$ cat config.mk
export PLATFORM = sky130hd
export DESIGN_NAME = rx_data_sampler
export DESIGN_NICKNAME = d
export VERILOG_FILES = /design/src/rtl/rx_data_sampler.sv
export SDC_FILE = /design/constraint.sdc
export NUM_CORES = 1
export LEC_CHECK = 0
export BUFFER_PORTS_ARGS = -buffer_cell sky130_fd_sc_hd__buf_4
export CAP_MARGIN = 20
export CORE_UTILIZATION = 30
export CTS_CLUSTER_DIAMETER = 50
export DETAILED_ROUTE_END_ITERATION = 12
export PLACE_DENSITY = 0.48
export SLEW_MARGIN = 20
export SYNTH_ARGS = -nofsm -noshare
export SYNTH_HDL_FRONTEND = slang
export SYNTH_SLANG_ARGS = --single-unit
$ cat constraint.sdc
create_clock -name clk_based_on_prescale -period 1.7 [get_ports clk_based_on_prescale]
set_input_delay 0.255 -clock clk_based_on_prescale [delete_from_list [all_inputs] [get_ports clk_based_on_prescale]]
set_output_delay 0.255 -clock clk_based_on_prescale [all_outputs]
set_load 0.01 [all_outputs]
$ cat src/rtl/rx_data_sampler.sv
// UART receiver oversampling front stage: counts oversample edges and bit periods, and
// produces one 2-of-3 majority-voted bit per bit period as a single-cycle valid pulse.
module rx_data_sampler #(
    parameter int unsigned PRESCALE_W = 6,
    parameter int unsigned BIT_CNT_W  = 4
) (
    input  logic                  clk_based_on_prescale,
    input  logic                  asy_reset,
    input  logic                  sampler_enable,
    input  logic                  rx_in,
    input  logic [PRESCALE_W-1:0] prescale,
    output logic                  sampled_data,
    output logic                  sampled_data_valid,
    output logic [PRESCALE_W-1:0] edge_count,
    output logic [BIT_CNT_W-1:0]  bit_count,
    output logic                  prescale_err
);

    logic                  legal;
    logic [PRESCALE_W-1:0] p_eff;
    logic [PRESCALE_W-1:0] last_edge;
    logic [PRESCALE_W-1:0] mid;
    logic [PRESCALE_W-1:0] mid_m1;
    logic [PRESCALE_W-1:0] mid_p1;
    logic                  majority;

    logic [PRESCALE_W-1:0] edge_q, edge_d;
    logic [BIT_CNT_W-1:0]  bit_q, bit_d;
    logic                  s0_q, s0_d;
    logic                  s1_q, s1_d;
    logic                  data_q, data_d;
    logic                  valid_q, valid_d;
    logic                  err_q, err_d;

    // Illegal ratios fall back to 8 so the counters always have a sane wrap point.
    always_comb begin
        legal = (prescale == PRESCALE_W'(8)) || (prescale == PRESCALE_W'(16)) ||
                (prescale == PRESCALE_W'(32));
        p_eff     = legal ? prescale : PRESCALE_W'(8);
        last_edge = p_eff - PRESCALE_W'(1);
        mid       = p_eff >> 1;
        mid_m1    = mid - PRESCALE_W'(1);
        mid_p1    = mid + PRESCALE_W'(1);
        majority  = (s0_q & s1_q) | (s0_q & rx_in) | (s1_q & rx_in);
    end

    always_comb begin
        edge_d  = edge_q;
        bit_d   = bit_q;
        s0_d    = s0_q;
        s1_d    = s1_q;
        data_d  = data_q;
        valid_d = 1'b0;
        err_d   = ~legal;
        if (!sampler_enable) begin
            edge_d = '0;
            bit_d  = '0;
            s0_d   = 1'b0;
            s1_d   = 1'b0;
        end else begin
            if (edge_q == last_edge) begin
                edge_d = '0;
                if (bit_q != {BIT_CNT_W{1'b1}}) begin
                    bit_d = bit_q + BIT_CNT_W'(1);
                end
            end else begin
                edge_d = edge_q + PRESCALE_W'(1);
            end
            if (edge_q == mid_m1) begin
                s0_d = rx_in;
            end
            if (edge_q == mid) begin
                s1_d = rx_in;
            end
            if (edge_q == mid_p1) begin
                data_d  = majority;
                valid_d = 1'b1;
            end
        end
    end

    always_ff @(posedge clk_based_on_prescale) begin
        if (!asy_reset) begin
            edge_q  <= '0;
            bit_q   <= '0;
            s0_q    <= 1'b0;
            s1_q    <= 1'b0;
            data_q  <= 1'b0;
            valid_q <= 1'b0;
            err_q   <= 1'b0;
        end else begin
            edge_q  <= edge_d;
            bit_q   <= bit_d;
            s0_q    <= s0_d;
            s1_q    <= s1_d;
            data_q  <= data_d;
            valid_q <= valid_d;
            err_q   <= err_d;
        end
    end

    assign sampled_data       = data_q;
    assign sampled_data_valid = valid_q;
    assign edge_count         = edge_q;
    assign bit_count          = bit_q;
    assign prescale_err       = err_q;

endmodule

==> impl_summary.log <==
[metrics] Post-DP HPWL: 1930 µm
[metrics] CTS H-tree lvls: 1
[metrics] critical hold path startpoint: prescale[1]
[metrics] Hold Crit Endpoint: prescale_err
[metrics] final worst-path cycle share: 96.2%
[metrics] warnings from Yosys: 0
[metrics] area of placed instances: 1340 µm²
[metrics] highest signal layer in the routed design: met4
[metrics] number of buffers added for setup after CTS: 0
[metrics] number of antenna violations at the first check in global routing: 0
[metrics] number of vias per cell: 4.89
[metrics] static power due to leakage: 0.579 nW
[metrics] core outline area: 3100 µm²
[metrics] first drt pass iteration count: 4
[metrics] setup total negative slack: 0 ns
[metrics] critical path arrival: 1.86 ns
[metrics] worst-case setup slack after placement: -0.244 ns
[metrics] CTS resizes: 1
[metrics] hold depth: 2
[metrics] status: completed
[metrics] final count of pins violating max slew: 0
[metrics] Final Hold Vio Count: 0
[metrics] antenna viol nets, final: 0
[metrics] Initial Utilization: 32.1%
[metrics] later-pin clock latency in the skew report: 0.29 ns
[metrics] RSZ-0062 raised after global routing: false
[metrics] Max Clock Skew: 0.00651 ns
[metrics] met3 wire length: 112 µm
[metrics] Post-Syn Area per Cell: 9.15 µm²
[metrics] multi-input combinational cell area: 726 µm²
[metrics] Max FO, Critical Path: 7
[metrics] gate count after technology mapping: 109
[metrics] leading cell type in the layout, fill and taps excluded: buf_4
[metrics] count of non-filler cells in the finished layout: 194
[metrics] maximum capacitance violations: 0
[metrics] DRC violation count after routing: 0
[metrics] Post-layout nets: 167
[metrics] Setup WS post-layout: 0.0640 ns
[metrics] setup slack, reg-to-reg: 0.10 ns
[metrics] share of cells above drive strength 1: 32.0%
[metrics] wire length after detailed routing: 2460 µm
[metrics] required time of the worst setup path: 1.93 ns
[metrics] vias in the first global route: 927
[metrics] wire length the detailed router placed on met1: 1190 µm
[metrics] Final Setup Violations: 0
[metrics] Max Freq: 0.611 GHz
[metrics] Mapped Area: 997 µm²
[metrics] total of fill cells in the finished design: 349
[metrics] Die Y: 59.7 µm
[metrics] maximum number of pins on one net before global-route repair: 10
[metrics] worst flop-to-flop path startpoint: edge_count[3]
[metrics] clock tree from TritonCTS: built
[metrics] category of the critical setup timing path: in2reg
[metrics] detailed route wirelength on metal2: 1140 µm
[metrics] area of the die: 3560 µm²
[metrics] Antenna Cells: 0
[metrics] DR iter-0 viols: 31
[metrics] total vias in the final route: 949
[metrics] Max Root-Sink Buffers: 2
[metrics] placed instance count: 190
[metrics] # port buffers: 22
[metrics] Final Cell Area: 1370 µm²
[metrics] register area: 302 µm²
[metrics] commonest cells after routing, fill and taps aside: buf_4, dfxtp_1, nand2_1, conb_1
[metrics] nature of the critical path startpoint: input pin
[metrics] Power Density: 512 nW/µm²
[metrics] Clock Tree Root: clkbuf_4
[metrics] final standard cell utilization of the core: 44.2%
[metrics] CTS Buf Count: 3
[metrics] Sinks on Clock Net: 15
[metrics] overall die width: 59.7 µm
[metrics] total grt overflow: 0
[metrics] clock edge transition at the registers on the reported setup and hold paths: 0.11 ns
[metrics] Placer Congestion: 0.802
[metrics] first-pass GRT wire length: 4140 µm
[metrics] worst IR drop on VDD: 0.223 mV
[metrics] Wirelength per Cell: 12.7 µm
[metrics] R2R Path End: s1_q
[metrics] post-layout minimum cycle time: 1.64 ns
[metrics] number of primary I/O pins: 23
[metrics] portion of the post-synthesis area used by sequential elements: 30.1%
[metrics] count of state elements after synthesis: 15
[metrics] class of the tightest hold or removal check: in2reg
[metrics] post-synthesis cell type count: 43
[metrics] nature of the critical path endpoint: register
[metrics] FF-to-FF path depth: 5
[metrics] layout overhead on the synthesized area: 37.6%
[metrics] row cnt: 20
[metrics] # hold bufs at CTS: 0
[metrics] total global routing track utilization: 15.5%
-- worst max path at each step --
stage	start	end	depth (start not counted)
2_1_floorplan	prescale[2]	bit_count[0]	6
6_report	prescale[2]	bit_count[0]	7
4_1_cts	prescale[2]	bit_count[0]	7
3_5_place_dp	prescale[2]	bit_count[0]	7
5_1_grt	prescale[0]	sampled_data	8
3_3_place_gp	prescale[2]	bit_count[0]	7
-- state kept, by name, indices dropped and copies added, names as in the netlist --
signal	flops
edge_count	6
s0_q	1
s1_q	1
sampled_data	1
sampled_data_valid	1
prescale_err	1
bit_count	4
-- area by class of cell --
cell class	count	area share (%)
Clock buffer	3	1.64
Clock inverter	1	0.365
Tap cell	44	4.01
Multi-Input combinational cell	96	52.9
Sequential cell	15	22.0
Timing Repair Buffer	35	19.1
-- cells by family (layout without fill, tap and decap cells) --
kind of cell / count (synthesis) / in the layout / share of synthesized area, %
AND/OR/NAND/NOR: 44 / 44 / 26.6
AO/OA/AOI/OAI: 22 / 22 / 18.9
flip-flops: 15 / 15 / 30.1
XOR/XNOR: 14 / 14 / 12.3
adder cells (fa/ha/maj): 7 / 7 / 8.53
buffers and inverters: 4 / 39 / 1.75
other: 2 / 8 / 0.753
multiplexers: 1 / 1 / 1.00
-- metal layers --
layer  track usage (%)  up-vias
li1                  -      483
met1              20.4      440
met2              25.4       24
met3              2.60        2
met4              5.32        0
met5                 0        -
-- stage by stage --
step                      power, mW  hold WS [ns]
final                         0.703         0.224
after CTS                     0.704         0.219
after detailed placement      0.490         0.462
after floorplan               0.433         0.389
after global placement        0.488         0.457
after global routing          0.742         0.209
-- worst max-delay path, cell delays in order --
cell and delay [ns]:
buf_4 0.11, or4_4 0.57, a21oi_4 0.15, xnor2_2 0.16
o211ai_4 0.13, or3_1 0.32, a21oi_1 0.16
-- where the power goes --
part | internal [mW] | switching [mW]
clock network | 0.0874 | 0.131
logic | 0.0611 | 0.0619
registers | 0.356 | 0.00564
total | 0.504 | 0.199
-- cell usage after synthesis (all sizes together) --
master	n	share of area, %
a31oi	1	0.63
a211oi	2	1.5
a311oi	1	0.88
maj3	1	1.0
nor3b	2	1.5
or3b	1	0.88
a21oi	4	2.0
nor2b	1	0.63
or4bb	1	1.1
o41ai	3	2.6
o31ai	2	2.9
ha	6	7.5
xor2	7	6.1
clkbuf	2	0.88
o21ai	3	1.5
nand4b	1	0.88
o211a	1	1.0
or3	2	1.3
and4b	1	1.0
nor3	1	0.50
nor4	1	1.3
o211ai	1	2.1
o311ai	3	2.6
mux2i	1	1.0
and2	2	1.3
o41a	1	1.1
conb	2	0.75
nor4b	2	1.8
and3	4	2.5
nand4	1	0.63
buf	2	0.88
nand3	5	2.5
dfxtp	15	30
nor2	7	2.6
or4	1	1.1
nand2	8	3.0
or2	1	0.63
xnor2	7	6.1
nand3b	2	1.5
Note: power is estimated with default switching activity, not from simulation.
